$ cat src/rtl/mgmt_master_pkg.sv
// mgmt_master_pkg: shared constants, state encodings and command type for the mgmt bus initiator
package mgmt_master_pkg;
    localparam int MGMT_TIMEOUT = 16;
    localparam int MGMT_CNT_W = 5;
    localparam logic [1:0] ST_IDLE = 2'd0;
    localparam logic [1:0] ST_REQ = 2'd1;
    localparam logic [1:0] ST_GAP = 2'd2;
    typedef struct packed {
        logic [31:0] adr;
        logic rwn;
        logic [1:0] wen;
        logic [31:0] wdata;
    } cmd_t;
endpackage

$ cat src/rtl/mgmt_master_if.sv
// mgmt_master_if: SRU command/response channel plus the mgmt bus signals
interface mgmt_master_if;
    logic cmd_valid;
    logic cmd_ready;
    logic [31:0] cmd_adr;
    logic cmd_rwn;
    logic [1:0] cmd_wen;
    logic [31:0] cmd_wdata;
    logic rsp_valid;
    logic [31:0] rsp_rdata;
    logic rsp_err;
    logic mgmt_req;
    logic [31:0] mgmt_adr;
    logic mgmt_rwn;
    logic [1:0] mgmt_wen;
    logic [31:0] mgmt_txd;
    logic mgmt_ack;
    logic mgmt_rxe;
    logic [31:0] mgmt_rxd;
    modport master (
        input cmd_valid, cmd_adr, cmd_rwn, cmd_wen, cmd_wdata, mgmt_ack, mgmt_rxe, mgmt_rxd,
        output cmd_ready, rsp_valid, rsp_rdata, rsp_err, mgmt_req, mgmt_adr, mgmt_rwn, mgmt_wen, mgmt_txd
    );
    modport slave (
        output cmd_valid, cmd_adr, cmd_rwn, cmd_wen, cmd_wdata, mgmt_ack, mgmt_rxe, mgmt_rxd,
        input cmd_ready, rsp_valid, rsp_rdata, rsp_err, mgmt_req, mgmt_adr, mgmt_rwn, mgmt_wen, mgmt_txd
    );
endinterface

$ cat src/rtl/mgmt_master.sv
// mgmt_master: mgmt bus initiator with a 1-entry command buffer, ack/timeout FSM and one-cycle gap
module mgmt_master import mgmt_master_pkg::*; #(
    parameter int TIMEOUT = MGMT_TIMEOUT,
    parameter int CNT_W = MGMT_CNT_W
) (
    input logic clk,
    input logic rst,
    mgmt_master_if.master bus
);
    logic [1:0] state;
    logic [CNT_W-1:0] cnt;
    logic pend_full;
    cmd_t pend;
    logic accept;
    logic launch;
    logic timeout;

    assign accept = bus.cmd_valid && !pend_full;
    assign launch = pend_full && state != ST_REQ;
    assign timeout = cnt == CNT_W'(TIMEOUT - 1);
    assign bus.cmd_ready = !pend_full;

    // Command buffer: captures an accepted command, frees when it moves onto the bus
    always_ff @(posedge clk or posedge rst)
        if (rst) begin
            pend_full <= 1'b0;
            pend <= '0;
        end else begin
            if (accept)
                pend <= '{adr: bus.cmd_adr, rwn: bus.cmd_rwn, wen: bus.cmd_rwn ? 2'b00 : bus.cmd_wen, wdata: bus.cmd_wdata};
            pend_full <= accept || (pend_full && !launch);
        end

    // Bus FSM: launch from IDLE/GAP, wait in REQ for ack or timeout, then one idle GAP cycle
    always_ff @(posedge clk or posedge rst)
        if (rst) begin
            state <= ST_IDLE;
            cnt <= '0;
            bus.mgmt_req <= 1'b0;
            bus.mgmt_adr <= '0;
            bus.mgmt_rwn <= 1'b1;
            bus.mgmt_wen <= '0;
            bus.mgmt_txd <= '0;
            bus.rsp_valid <= 1'b0;
            bus.rsp_err <= 1'b0;
            bus.rsp_rdata <= '0;
        end else begin
            bus.rsp_valid <= 1'b0;
            if (launch) begin
                state <= ST_REQ;
                cnt <= '0;
                bus.mgmt_req <= 1'b1;
                bus.mgmt_adr <= pend.adr;
                bus.mgmt_rwn <= pend.rwn;
                bus.mgmt_wen <= pend.wen;
                bus.mgmt_txd <= pend.wdata;
            end else if (state == ST_GAP) begin
                state <= ST_IDLE;
            end else if (state == ST_REQ) begin
                cnt <= timeout ? cnt : cnt + 1'b1;
                if (bus.mgmt_ack || timeout) begin
                    state <= ST_GAP;
                    bus.mgmt_req <= 1'b0;
                    bus.rsp_valid <= 1'b1;
                    bus.rsp_err <= !bus.mgmt_ack;
                    bus.rsp_rdata <= (bus.mgmt_ack && bus.mgmt_rxe) ? bus.mgmt_rxd : '0;
                end
            end
        end
endmodule

$ cat src/flat_wrapper.sv
// flat-port wrapper written by rule: the top's interface ports become plain ports
module mgmt_master_flat import mgmt_master_pkg::*;
#(
    parameter int TIMEOUT = MGMT_TIMEOUT,
    parameter int CNT_W = MGMT_CNT_W
)
  (clk, rst, bus_cmd_valid, bus_cmd_adr, bus_cmd_rwn, bus_cmd_wen, bus_cmd_wdata, bus_mgmt_ack, bus_mgmt_rxe, bus_mgmt_rxd, bus_cmd_ready, bus_rsp_valid, bus_rsp_rdata, bus_rsp_err, bus_mgmt_req, bus_mgmt_adr, bus_mgmt_rwn, bus_mgmt_wen, bus_mgmt_txd);
  mgmt_master_if bus_i ();
  input logic clk;
  input logic rst;
  input wire logic [$bits(bus_i.cmd_valid)-1:0] bus_cmd_valid;
  input wire logic [$bits(bus_i.cmd_adr)-1:0] bus_cmd_adr;
  input wire logic [$bits(bus_i.cmd_rwn)-1:0] bus_cmd_rwn;
  input wire logic [$bits(bus_i.cmd_wen)-1:0] bus_cmd_wen;
  input wire logic [$bits(bus_i.cmd_wdata)-1:0] bus_cmd_wdata;
  input wire logic [$bits(bus_i.mgmt_ack)-1:0] bus_mgmt_ack;
  input wire logic [$bits(bus_i.mgmt_rxe)-1:0] bus_mgmt_rxe;
  input wire logic [$bits(bus_i.mgmt_rxd)-1:0] bus_mgmt_rxd;
  output wire logic [$bits(bus_i.cmd_ready)-1:0] bus_cmd_ready;
  output wire logic [$bits(bus_i.rsp_valid)-1:0] bus_rsp_valid;
  output wire logic [$bits(bus_i.rsp_rdata)-1:0] bus_rsp_rdata;
  output wire logic [$bits(bus_i.rsp_err)-1:0] bus_rsp_err;
  output wire logic [$bits(bus_i.mgmt_req)-1:0] bus_mgmt_req;
  output wire logic [$bits(bus_i.mgmt_adr)-1:0] bus_mgmt_adr;
  output wire logic [$bits(bus_i.mgmt_rwn)-1:0] bus_mgmt_rwn;
  output wire logic [$bits(bus_i.mgmt_wen)-1:0] bus_mgmt_wen;
  output wire logic [$bits(bus_i.mgmt_txd)-1:0] bus_mgmt_txd;
  assign bus_i.cmd_valid = bus_cmd_valid;
  assign bus_i.cmd_adr = bus_cmd_adr;
  assign bus_i.cmd_rwn = bus_cmd_rwn;
  assign bus_i.cmd_wen = bus_cmd_wen;
  assign bus_i.cmd_wdata = bus_cmd_wdata;
  assign bus_i.mgmt_ack = bus_mgmt_ack;
  assign bus_i.mgmt_rxe = bus_mgmt_rxe;
  assign bus_i.mgmt_rxd = bus_mgmt_rxd;
  assign bus_cmd_ready = bus_i.cmd_ready;
  assign bus_rsp_valid = bus_i.rsp_valid;
  assign bus_rsp_rdata = bus_i.rsp_rdata;
  assign bus_rsp_err = bus_i.rsp_err;
  assign bus_mgmt_req = bus_i.mgmt_req;
  assign bus_mgmt_adr = bus_i.mgmt_adr;
  assign bus_mgmt_rwn = bus_i.mgmt_rwn;
  assign bus_mgmt_wen = bus_i.mgmt_wen;
  assign bus_mgmt_txd = bus_i.mgmt_txd;
  mgmt_master #(.TIMEOUT(TIMEOUT), .CNT_W(CNT_W)) u_core (.clk(clk), .rst(rst), .bus(bus_i));
endmodule
$ cat config.mk
export PLATFORM = sky130hd
export DESIGN_NAME = mgmt_master_flat
export DESIGN_NICKNAME = d
export VERILOG_FILES = /design/src/rtl/mgmt_master_pkg.sv /design/src/rtl/mgmt_master_if.sv /design/src/rtl/mgmt_master.sv /design/src/flat_wrapper.sv
export SDC_FILE = /design/constraint.sdc
export NUM_CORES = 1
export LEC_CHECK = 0
export ABC_AREA = 1
export BUFFER_PORTS_ARGS = -buffer_cell sky130_fd_sc_hd__buf_2
export CORE_UTILIZATION = 50
export CTS_CLUSTER_DIAMETER = 50
export DETAILED_ROUTE_END_ITERATION = 7
export GPL_ROUTABILITY_DRIVEN = 0
export PLACE_DENSITY = 0.85
export SETUP_SLACK_MARGIN = 0.4
export SLEW_MARGIN = 5
export SYNTH_ARGS = -nofsm -noshare
export SYNTH_HDL_FRONTEND = slang
export SYNTH_SLANG_ARGS = --single-unit
$ cat constraint.sdc
create_clock -name clk -period 8.5 [get_ports clk]
set_clock_uncertainty 0.2 [all_clocks]
set_input_delay 1.275 -clock clk [delete_from_list [all_inputs] [get_ports clk]]
set_output_delay 1.275 -clock clk [all_outputs]
set_load 0.01 [all_outputs]
# [Word level (Yosys, flattened, before mapping)]
# Cells that the tools add are included.
[word_totals] ff_bits=177 out_inout_bits=103 elab_cells=59
[op_classes] n_addsub=1 eq_ne=6 muxes=18 bitwise_logic=2 reduce_logical=17
[op_table] cell="$mux 32" count=1
[op_table] cell="$mux 5" count=4
[op_table] cell="$mux 2" count=5
[op_table] cell="$mux 1" count=8
[op_table] cell="$ne 2x1->1 const B" count=3
[op_table] cell="$reduce_and 3->1" count=2
[op_table] cell="$reduce_bool 3->1" count=2
[op_table] cell="$add 5x1->5 const B" count=1
[op_table] cell="$eq 5x4->1 const B" count=1
[op_table] cell="$logic_and 1x1->1" count=4
[op_table] cell="$reduce_and 4->1" count=1
[op_table] cell="$reduce_bool 2->1" count=2
[op_table] cell="$logic_not 1->1" count=3
[op_table] cell="$eq 2x1->1 const B" count=1
[op_table] cell="$eq 2x2->1 const B" count=1
[op_table] cell="$logic_or 1x1->1" count=2
[op_table] cell="$not 1->1" count=2
[op_table] cell="$reduce_and 2->1" count=1

# [Depth between registers and ports, before layout]
[depth] word_depth=6 ltp_mapped=10

# [Least setup slack after synthesis]
# OpenSTA, ideal clock, no wires.
[synth_path] path_type="input-to-reg" start="input port bus_mgmt_ack" end="register u_core.bus.rsp_rdata[0]" setup_ps=65 arrival_ps=1880 slack_ps=6355 path_stages=6 n_path_buf=1 cell_sequence="nor2_1 -> nor2_4 -> inv_2 -> buf_2 -> nand2_1 -> nand2_1"
[synth_via] elab_chain_len=2
[synth_rtl] element="start, declared" line="flat_wrapper.sv:16" rtl="input wire logic [$bits(bus_i.mgmt_ack)-1:0] bus_mgmt_ack;"
[synth_rtl] element="$logic_or 1x1->1 or $logic_and 1x1->1 (tied branches)" line="mgmt_master.sv:61, mgmt_master.sv:66"
[synth_rtl] element="$reduce_and 4->1 (no line) or $mux 32 (tied branches)"
[synth_rtl] element="end signal, assigned" line="mgmt_master.sv:66" rtl="bus.rsp_rdata <= (bus.mgmt_ack && bus.mgmt_rxe) ? bus.mgmt_rxd : '0;"
[synth_rtl] element="end, declared" line="mgmt_master_if.sv:22" rtl="output cmd_ready, rsp_valid, rsp_rdata, rsp_err, mgmt_req, mgmt_adr, mgmt_rwn, mgmt_wen, mgmt_txd"
# Parallel ways exist; a longest one is shown, timed or not.
# A chain may end at the register's enable or synchronous reset.

# [Worst setup path in the final report]
[layout_path] start="input port bus_cmd_valid" end="register u_core.pend[10] (netlist name)"
[layout_via] elab_chain_len=1
[layout_rtl] element="start, declared" line="flat_wrapper.sv:11" rtl="input wire logic [$bits(bus_i.cmd_valid)-1:0] bus_cmd_valid;"
[layout_rtl] element="$logic_and 1x1->1" line="mgmt_master.sv:18" rtl="assign accept = bus.cmd_valid && !pend_full;"
[layout_rtl] element="end signal, assigned" line="mgmt_master.sv:30" rtl="pend <= '{adr: bus.cmd_adr, rwn: bus.cmd_rwn, wen: bus.cmd_rwn ? 2'b00 : bus.cmd_wen, wdata: bus.cmd_wdata};"
[layout_rtl] element="end, declared" line="mgmt_master.sv:13" rtl="cmd_t pend;"
# No other way between the ends.

==> metrics <==
status completed; post-synthesis cell type count 20; post-synth design cell area 0.006799 sq mm; wl on met1 6.476 mm; PwrDens 381.5 mW/mm^2; Tightest Pin Transition 1.039 ns; Critical Path RT 8.64 ns; share of layout cells above drive strength 1 26.85%; Worst-path clk slew 0.06 ns; total CTS buffers 17; Post-DP HPWL 9.354 mm; Detailed Routing Iterations Pass 1 5; routed vias 5389; total global routing overflow 0; Bufs on Longest Clock Path 2; final hold slack 0.2687 ns; pin count of the biggest net entering global routing 113; Fin Setup TNS 0 ns; WS Path Type input port to flop; Hold Buf Count CTS 0; syn_nets 839; Vias/cell 4.868; max-slew headroom at the worst pin 30.66%; WL per Instance 12.98 um; Fin. Hold Viols 0; Post-DP Area 0.007884 sq mm; Final setup viols 0; DR top layer met4; Mapped Cells 731; first-pass GRT wire length 23.87 mm; Crit path arrival time 3.22 ns; CTS tree yes; I/O Buffers 206; Worst setup SP type input port; critical-path maximum fanout 58; Seq/Total Area, Yosys 65.16%; Die H 118.6 um; NumNets Final 1026; Max Cap Violations 0; fin crit period 3.083 ns; Die W 118.6 um; worst skew pair latency 0.42 ns; antenna violations before repair 0; Ports 207; Syn Area/Cell 9.301 sq um; vias in the first global route 4979; post-route antenna net violation count 0; met3 wire len 785 um; register bit total from synthesis 177; Post-CTS Setup Bufs 0; H-Tree Depth 4; final core utilization 63.66%; DIE AREA 0.01407 sq mm; Max Slew Vio Count 0; RSZ-0062 raised after global routing false; Post-Layout Inst Area 0.008431 sq mm; Hold Crit Class flop to flop; most frequent cells in the layout 296 x nand2_1, 206 x buf_2, 176 x dfrtp_1; Initial Utilization 51.34%; Placed Cells 1075; met2 WL post-DR 6.881 mm; Area Overhead vs Synth 24.00%; Overall Global Routing Usage 21.43%; Fmax 324.4 MHz; final non-filler cell total 1107; Site Rows 42; period utilization 36.27%; Max VDD drop 0.2437 mV; Antenna diodes 0; leakage 4.716 nW; most common cell after layout, fill and taps aside nand2_1; CTS sink count 177; YS warnings 0; post-cts resize count 0; # DRC 0; DRT Wirelength 14.37 mm; CP endpoint kind flop; Core ar. 0.01324 sq mm; initial drt markers 327; CTS Root Cell clkbuf_16
cell families (layout without fill, tap and decap cells):
logic type,Yosys count,after routing,share of synthesized area (%)
buffers and inverters,92,292,5.778
flip-flops,177,177,65.16
AND/OR/NAND/NOR,371,371,21.86
AO/OA/AOI/OAI,87,87,6.459
adder cells (fa/ha/maj),4,4,0.7361
registers in the layout (all words and copies together), names as in the netlist:
| name | cells |
|---|---|
| u_core.bus.rsp_err | 1 |
| u_core.cnt | 5 |
| u_core.state | 2 |
| u_core.bus.mgmt_adr | 32 |
| u_core.bus.rsp_rdata | 32 |
| u_core.bus.mgmt_rwn | 1 |
| u_core.bus.rsp_valid | 1 |
| u_core.bus.mgmt_req | 1 |
| u_core.pend_full | 1 |
| u_core.pend | 67 |
| u_core.bus.mgmt_txd | 32 |
| u_core.bus.mgmt_wen | 2 |
cells in the mapped netlist:
cell type / n / area, sq um
o21ai_0: 44 / 220.2
ha_1: 4 / 50.05
a21oi_1: 3 / 15.01
nor2_1: 7 / 26.28
o22ai_1: 1 / 6.260
buf_6: 1 / 11.26
dfrtp_1: 176 / 4404
inv_2: 5 / 18.77
o21ai_1: 38 / 190.2
o211ai_1: 1 / 7.510
nor2_4: 1 / 11.26
nand3_1: 64 / 320.3
nand2_2: 1 / 6.260
dfstp_2: 1 / 26.28
nand3b_1: 1 / 7.510
buf_2: 26 / 130.1
inv_1: 46 / 172.7
clkbuf_1: 12 / 45.04
buf_4: 2 / 15.01
nand2_1: 297 / 1115
metal layers:
metal,vias up,global-route usage (%)
met3,17,4.778
met5,-,0
met1,2520,29.75
li1,2668,-
met4,0,9.415
met2,184,32.46
per-stage QoR:
stage,setup WS (ns),total power [mW]
floorplan,2.225,2.128
global placement,5.032,2.472
detailed placement,4.993,2.520
CTS,5.422,3.250
global route,5.148,3.461
finish,5.417,3.216
area by class of cell:
| class | instances | area [sq um] |
|---|---|---|
| flip-flops and latches | 177 | 4431 |
| well taps | 176 | 220.2 |
| clock inverters | 14 | 117.6 |
| fillers | 1088 | 4812 |
| repair buffers | 209 | 1054 |
| clock buffers | 18 | 429.2 |
| multi-input cells | 462 | 1983 |
| inverters | 51 | 196.4 |
final timing paths:
check	from	to	slack, ns	depth (start not counted)
min	u_core.bus.mgmt_adr[11]	u_core.bus.mgmt_adr[11]	0.27	2
min in group asynchronous	rst	u_core.bus.rsp_rdata[5]	0.79	2
min reg2reg	u_core.bus.mgmt_adr[11]	u_core.bus.mgmt_adr[11]	0.27	2
max	bus_cmd_valid	u_core.pend[10]	5.42	6
max in group asynchronous	rst	u_core.bus.mgmt_adr[11]	5.74	3
max reg2reg	u_core.cnt[0]	u_core.bus.rsp_rdata[31]	5.82	9
power by group:
group	switching [mW]	internal, mW
combinational	0.700	0.390
clock	0.314	0.401
sequential	0.181	1.23
total	1.20	2.02
worst max-delay path, stage by stage:
cell and delay (ns):
buf_2 0.08, nand2_2 0.35, inv_2 0.68, buf_4 0.58
nand2_1 0.11, o21ai_1 0.11
(Power assumes the default switching activity.)
